## src/rtl/shifter_stage.sv

```systemverilog
// shifter_stage: ARM7 operand-2 barrel shifter feeding the ALU, with valid/ready handshake.
// Optional macro SHIFTER_STAGE_FAST_REG_EN: register shifts sample rs_val at accept (latency 1).
//
// state   | meaning
// IDLE    | can accept a new op when the output register is free
// RS_WAIT | register-shift op latched; Rs arrives on rs_val this cycle
module shifter_stage #(
    parameter int TAG_W = 8
) (
    input  logic             clk,
    input  logic             rst,
    input  logic             flush,
    input  logic             in_valid,
    output logic             in_ready,
    input  logic [TAG_W-1:0] in_tag,
    input  logic [31:0]      in_a,
    input  logic             in_imm_form,
    input  logic [7:0]       in_imm8,
    input  logic [3:0]       in_rot,
    input  logic [1:0]       in_shift_type,
    input  logic             in_shift_by_reg,
    input  logic [4:0]       in_shift_imm,
    input  logic [31:0]      in_rm,
    input  logic             in_c,
    input  logic [7:0]       rs_val,
    output logic             out_valid,
    input  logic             out_ready,
    output logic [TAG_W-1:0] out_tag,
    output logic [31:0]      out_a,
    output logic [31:0]      out_b,
    output logic             out_shifter_c
);

    localparam logic [1:0] SH_LSL = 2'b00;
    localparam logic [1:0] SH_LSR = 2'b01;
    localparam logic [1:0] SH_ASR = 2'b10;

    function automatic logic [31:0] ror32(input logic [31:0] v, input logic [4:0] n);
        logic [63:0] d;
        d = {v, v} >> n;
        return d[31:0];
    endfunction

    // Result packing for all shifter helpers: {carry, value}.
    function automatic logic [32:0] shift_imm(
        input logic [1:0]  typ,
        input logic [4:0]  n,
        input logic [31:0] rm,
        input logic        c
    );
        logic [32:0] r;
        logic [4:0]  lsl_idx;
        logic [4:0]  nm1;
        lsl_idx = 5'd0 - n;
        nm1     = n - 5'd1;
        r       = {c, rm};
        case (typ)
            SH_LSL: begin
                if (n != 5'd0) r = {rm[lsl_idx], rm << n};
            end
            SH_LSR: begin
                r = (n == 5'd0) ? {rm[31], 32'd0} : {rm[nm1], rm >> n};
            end
            SH_ASR: begin
                r = (n == 5'd0) ? {rm[31], {32{rm[31]}}}
                                : {rm[nm1], 32'($signed(rm) >>> n)};
            end
            default: begin
                // n==0 is RRX: rotate right by one through the carry flag.
                r = (n == 5'd0) ? {rm[0], c, rm[31:1]} : {rm[nm1], ror32(rm, n)};
            end
        endcase
        return r;
    endfunction

    function automatic logic [32:0] shift_reg(
        input logic [1:0]  typ,
        input logic [7:0]  s,
        input logic [31:0] rm,
        input logic        c
    );
        logic [32:0] r;
        logic        big;
        logic        exact;
        big   = (s[7:5] != 3'd0);
        exact = (s == 8'd32);
        // Amounts 1..31 behave exactly like the immediate encoding.
        r = shift_imm(typ, s[4:0], rm, c);
        if (s == 8'd0) begin
            r = {c, rm};
        end else begin
            case (typ)
                SH_LSL: begin
                    if (big) r = exact ? {rm[0], 32'd0} : 33'd0;
                end
                SH_LSR: begin
                    if (big) r = exact ? {rm[31], 32'd0} : 33'd0;
                end
                SH_ASR: begin
                    if (big) r = {rm[31], {32{rm[31]}}};
                end
                default: begin
                    if (s[4:0] == 5'd0) r = {rm[31], rm};
                end
            endcase
        end
        return r;
    endfunction

    function automatic logic [32:0] operand2(
        input logic        imm_form,
        input logic [7:0]  imm8,
        input logic [3:0]  rot,
        input logic [1:0]  typ,
        input logic        by_reg,
        input logic [4:0]  sh_amt,
        input logic [31:0] rm,
        input logic        c,
        input logic [7:0]  s
    );
        logic [31:0] imm_b;
        logic [32:0] r;
        imm_b = ror32({24'd0, imm8}, {rot, 1'b0});
        if (imm_form) begin
            r = {(rot == 4'd0) ? c : imm_b[31], imm_b};
        end else if (by_reg) begin
            r = shift_reg(typ, s, rm, c);
        end else begin
            r = shift_imm(typ, sh_amt, rm, c);
        end
        return r;
    endfunction

    logic        accept;
    logic [32:0] new_res;

    assign accept  = in_valid && in_ready;
    assign new_res = operand2(in_imm_form, in_imm8, in_rot, in_shift_type, in_shift_by_reg,
                              in_shift_imm, in_rm, in_c, rs_val);

`ifdef SHIFTER_STAGE_FAST_REG_EN

    assign in_ready = (!out_valid || out_ready) && !flush;

    always_ff @(posedge clk or posedge rst) begin
        if (rst) begin
            out_valid     <= 1'b0;
            out_tag       <= '0;
            out_a         <= '0;
            out_b         <= '0;
            out_shifter_c <= 1'b0;
        end else if (flush) begin
            out_valid <= 1'b0;
        end else if (accept) begin
            out_valid     <= 1'b1;
            out_tag       <= in_tag;
            out_a         <= in_a;
            out_b         <= new_res[31:0];
            out_shifter_c <= new_res[32];
        end else if (out_ready) begin
            out_valid <= 1'b0;
        end
    end

`else

    typedef enum logic {
        IDLE,
        RS_WAIT
    } state_t;

    state_t            state;
    logic [TAG_W-1:0]  hold_tag;
    logic [31:0]       hold_a;
    logic              hold_imm_form;
    logic [7:0]        hold_imm8;
    logic [3:0]        hold_rot;
    logic [1:0]        hold_type;
    logic              hold_by_reg;
    logic [4:0]        hold_shift_imm;
    logic [31:0]       hold_rm;
    logic              hold_c;
    logic [32:0]       hold_res;

    assign in_ready = (state == IDLE) && (!out_valid || out_ready) && !flush;

    // Carry comes from the accept-time CPSR copy; only Rs is taken live.
    assign hold_res = operand2(hold_imm_form, hold_imm8, hold_rot, hold_type, hold_by_reg,
                               hold_shift_imm, hold_rm, hold_c, rs_val);

    always_ff @(posedge clk or posedge rst) begin
        if (rst) begin
            state          <= IDLE;
            out_valid      <= 1'b0;
            out_tag        <= '0;
            out_a          <= '0;
            out_b          <= '0;
            out_shifter_c  <= 1'b0;
            hold_tag       <= '0;
            hold_a         <= '0;
            hold_imm_form  <= 1'b0;
            hold_imm8      <= '0;
            hold_rot       <= '0;
            hold_type      <= '0;
            hold_by_reg    <= 1'b0;
            hold_shift_imm <= '0;
            hold_rm        <= '0;
            hold_c         <= 1'b0;
        end else if (flush) begin
            state     <= IDLE;
            out_valid <= 1'b0;
        end else begin
            case (state)
                IDLE: begin
                    if (accept) begin
                        hold_tag       <= in_tag;
                        hold_a         <= in_a;
                        hold_imm_form  <= in_imm_form;
                        hold_imm8      <= in_imm8;
                        hold_rot       <= in_rot;
                        hold_type      <= in_shift_type;
                        hold_by_reg    <= in_shift_by_reg;
                        hold_shift_imm <= in_shift_imm;
                        hold_rm        <= in_rm;
                        hold_c         <= in_c;
                        if (!in_imm_form && in_shift_by_reg) begin
                            state     <= RS_WAIT;
                            out_valid <= 1'b0;
                        end else begin
                            out_valid     <= 1'b1;
                            out_tag       <= in_tag;
                            out_a         <= in_a;
                            out_b         <= new_res[31:0];
                            out_shifter_c <= new_res[32];
                        end
                    end else if (out_ready) begin
                        out_valid <= 1'b0;
                    end
                end
                RS_WAIT: begin
                    // The output was free on entry, so this always completes.
                    state         <= IDLE;
                    out_valid     <= 1'b1;
                    out_tag       <= hold_tag;
                    out_a         <= hold_a;
                    out_b         <= hold_res[31:0];
                    out_shifter_c <= hold_res[32];
                end
                default: state <= IDLE;
            endcase
        end
    end

`endif

endmodule

```

## config.mk

```make
export PLATFORM = sky130hd
export DESIGN_NAME = shifter_stage
export DESIGN_NICKNAME = d
export VERILOG_FILES = /design/src/rtl/shifter_stage.sv
export SDC_FILE = /design/constraint.sdc
export NUM_CORES = 2
export LEC_CHECK = 0
export CAP_MARGIN = 20
export CORE_ASPECT_RATIO = 1.5
export CORE_UTILIZATION = 50
export CTS_BUF_LIST = sky130_fd_sc_hd__clkbuf_16
export DETAILED_ROUTE_END_ITERATION = 6
export DONT_BUFFER_PORTS = 1
export HOLD_SLACK_MARGIN = 0.08
export SLEW_MARGIN = 20
export SYNTH_ARGS = -nofsm -noshare
export SYNTH_HDL_FRONTEND = slang
export SYNTH_SLANG_ARGS = --single-unit
export TNS_END_PERCENT = 30
```

## constraint.sdc

```tcl
create_clock -name clk -period 6.9 [get_ports clk]
set_input_delay 0.69 -clock clk [delete_from_list [all_inputs] [get_ports clk]]
set_output_delay 0.69 -clock clk [all_outputs]
set_load 0.005 [all_outputs]
```

==> impl_metrics.env <==
export IMPL_drt_iter0_drc=6180
export IMPL_tns_ns=0
export IMPL_yosys_top_cells_area="mux4_2 (24%), dfrtp_1 (15%), mux2i_1 (8.5%), mux2_2 (8.4%), nand2_1 (4.2%)"
export IMPL_cts_hold_buf=0
export IMPL_routed_wl_um=170200
export IMPL_ant_nets=0
export IMPL_track_usage_pct=58.93
export IMPL_die_h_um=293.3
export IMPL_grt_overflow_total=0
export IMPL_initial_core_util_pct=50.64
export IMPL_cp_startpoint="hold_shift_imm[1]$_DFFE_PP0P_"
export IMPL_tightest_slew_ns=1.301
export IMPL_ys_flop_type="dfrtp_1"
export IMPL_reg2reg_slack_ns=1.98
export IMPL_rsz0062_at_grt="false"
export IMPL_viasPerCell=8.770
export IMPL_pwr_density_cell_mw_per_mm2=252.2
export IMPL_portBuffers=0
export IMPL_grt_pass1_vias=30490
export IMPL_maxCapViolations=0
export IMPL_ir_drop_mv=0.1951
export IMPL_final_max_slew_viol_count=0
export IMPL_async_flop_share_pct=100.0
export IMPL_yosysSeqAreaShare_pct=14.96
export IMPL_synth_cells=3192
export IMPL_synth_edf_count=0
export IMPL_synth_cell_types=92
export IMPL_r2r_cells=12
export IMPL_worstReg2RegStart="hold_shift_imm[1]$_DFFE_PP0P_"
export IMPL_slew_headroom_pct=11.01
export IMPL_cts_tree="yes"
export IMPL_cts_setup_buffers=0
export IMPL_required_ns=7.28
export IMPL_post_drt_wl_per_cell_um=46.24
export IMPL_fp_dieArea_sq_mm=0.05753
export IMPL_drive_above_1_share_pct=24.34
export IMPL_fmax_mhz=203.1
export IMPL_hold_viol_final=0
export IMPL_status="finished, violations left"
export IMPL_dp_hpwl_um=117100
export IMPL_synth_seq_cells=169
export IMPL_synth_top_area_cell="mux4_2"
export IMPL_h_tree_depth=4
export IMPL_skew_ns=0.01812
export IMPL_antenna_found_initial=21
export IMPL_hp_class="primary input to asynchronous set/reset pin"
export IMPL_via_count=32290
export IMPL_crit_type="flop to flop"
export IMPL_drc_errors=6
export IMPL_setup_viol=0
export IMPL_clockBufferDepth=2
export IMPL_yosysWarnings=0
export IMPL_cp_endpoint="out_b[17]$_DFFE_PP0P_"
export IMPL_worstPathMaxFanout=40
export IMPL_clk_latency_ns=0.48
export IMPL_violations="design-rule violations"
export IMPL_p_leak_nw=10.24
export IMPL_syn_num_nets=3305
export IMPL_dr_pass1_iters=7
export IMPL_cts_sinks=169
export IMPL_fillers=5116
export IMPL_area_growth_syn_to_layout_pct=2.496
export IMPL_fin_crit_ns=4.923
export IMPL_avgSynthCellArea_sq_um=8.858
export IMPL_worst_setup_path_end_kind="flop"
export IMPL_syn_cell_area_sq_mm=0.02828
export IMPL_arrival_ns=5.30
export IMPL_cts_clk_slew_worst_paths_ns=0.09
export IMPL_cts_buffers=17
export IMPL_coreArea_sq_mm=0.05584
export IMPL_die_w_um=196.2
export IMPL_fp_row_count=106
export IMPL_ios=182
export IMPL_grt_pass1_wl_um=239900
export IMPL_timing_hold_ws_ns=0.2338
export IMPL_grt_max_degree=103
export IMPL_gp_congestion=1.150
export IMPL_synth_top_area_share_pct=23.89
export IMPL_reg2reg_to="out_b[17]$_DFFE_PP0P_"
export IMPL_fin_crit_sh_pct=71.35
export IMPL_cp_start_kind="flop"
export IMPL_cts_root_buffer="clkbuf_16"
export IMPL_fin_nets=3009
export IMPL_cts_resized=0
cells in the mapped netlist (34+ instances only):
cell type and instances:
buf_1 44, mux2_2 210, nand3_1 77, o22ai_1 44, a31oi_1 51, buf_2 56, clkbuf_1 285, mux4_2 300
o211ai_1 42, o21ai_0 203, nand2_1 315, a21oi_1 154, nor3_1 46, mux2i_1 239, a221oi_1 36, o221ai_1 49
nand2b_1 37, nor2_1 253, dfrtp_1 169, a211oi_1 34
cells in the final DEF, fill, tap and decap left out, types with 13 or more instances in the layout:
cell,instances
nand2_1,314
mux4_2,300
nor2_1,250
mux2i_1,238
mux2_2,210
o21ai_0,201
dfrtp_1,159
a21oi_1,153
buf_4,91
nand3_1,77
a31oi_1,51
o221ai_1,49
nor3_1,45
o22ai_1,44
o211ai_1,42
nand2b_1,37
a221oi_1,35
a211oi_1,34
a22oi_1,28
inv_1,25
o31ai_1,23
and2_1,21
a2111oi_0,19
a221o_1,19
diode_2,17
nor2b_1,17
clkbuf_16,17
or2_2,16
o2111ai_1,15
a311oi_1,15
a21o_1,15
nor4_1,15
o21ai_1,14
a32oi_1,14
o21a_1,13
stage by stage:
step / total power, mW / setup slack (ns) / area [sq um] / utilization, % / instances
finish: 7.309 / 1.977 / 28980 / 51.90 / 3682
global route: 7.336 / 1.792 / 28970 / 51.88 / 3676
CTS: 6.916 / 2.160 / 28870 / 51.71 / 3660
detailed placement: 5.842 / 2.048 / 28240 / 50.57 / 3628
global placement: 5.796 / 2.079 / 28230 / 50.56 / 3627
floorplan: 4.305 / 1.635 / 28280 / - / 3192
cells by family after synthesis:
group	Yosys count	synth area share, %
compound gates	931	22.78
simple gates	872	14.07
mux	750	40.76
buf+inv	450	6.739
flops	169	14.96
xor+xnor	14	0.4336
fa+ha+maj	6	0.2655
area by class of cell:
class                   count  area [sq um]  area share (%)
well taps                 756         945.9           3.264
diodes                     17         42.54          0.1468
inverters                  37         143.9          0.4965
repair buffers             98         762.0           2.629
clock inverters            15         211.5          0.7296
multi-input cells        2573         22210           76.62
clock buffers              17         425.4           1.468
flip-flops and latches    169          4244           14.64
how the worst min path moves through the flow:
stage                                  end  slack (ns)  depth (start not counted)
floorplan             out_a[0]$_DFFE_PP0P_        0.47                          2
detailed placement  hold_a[25]$_DFFE_PP0P_        0.49                          1
finish               out_a[17]$_DFFE_PP0P_        0.23                          1
CTS                  out_a[16]$_DFFE_PP0P_        0.26                          1
global placement    hold_a[16]$_DFFE_PP0P_        0.49                          1
global route         out_valid$_DFFE_PP0P_        0.27                          1
where the power goes:
part	switching, mW	total (mW)	internal [mW]
Combinational	3.04	4.75	1.71
Clock	0.556	1.06	0.506
Sequential	0.320	1.50	1.18
worst max-delay path, cell delays in order, from the launching register on:
cell and delay (ns):
dfrtp_2 0.42, inv_2 0.64, ha_1 0.37, nor3b_1 0.33, ha_1 0.22, buf_4 0.45, nor2_1 0.08, buf_4 0.27
o21ai_0 0.90, buf_4 0.30, a311oi_1 0.06, a221o_1 0.43, a311oi_1 0.30
metal layers:
metal | vias to the layer above | wire [um] | global-route usage [%]
li1 | 12000 | - | -
met1 | 15340 | 51570 | 63.38
met2 | 3587 | 70090 | 84.81
met3 | 1349 | 26630 | 27.28
met4 | 24 | 21690 | 55.20
met5 | - | 261 | 4.996
No activity file was read; power rests on OpenSTA's default activity.
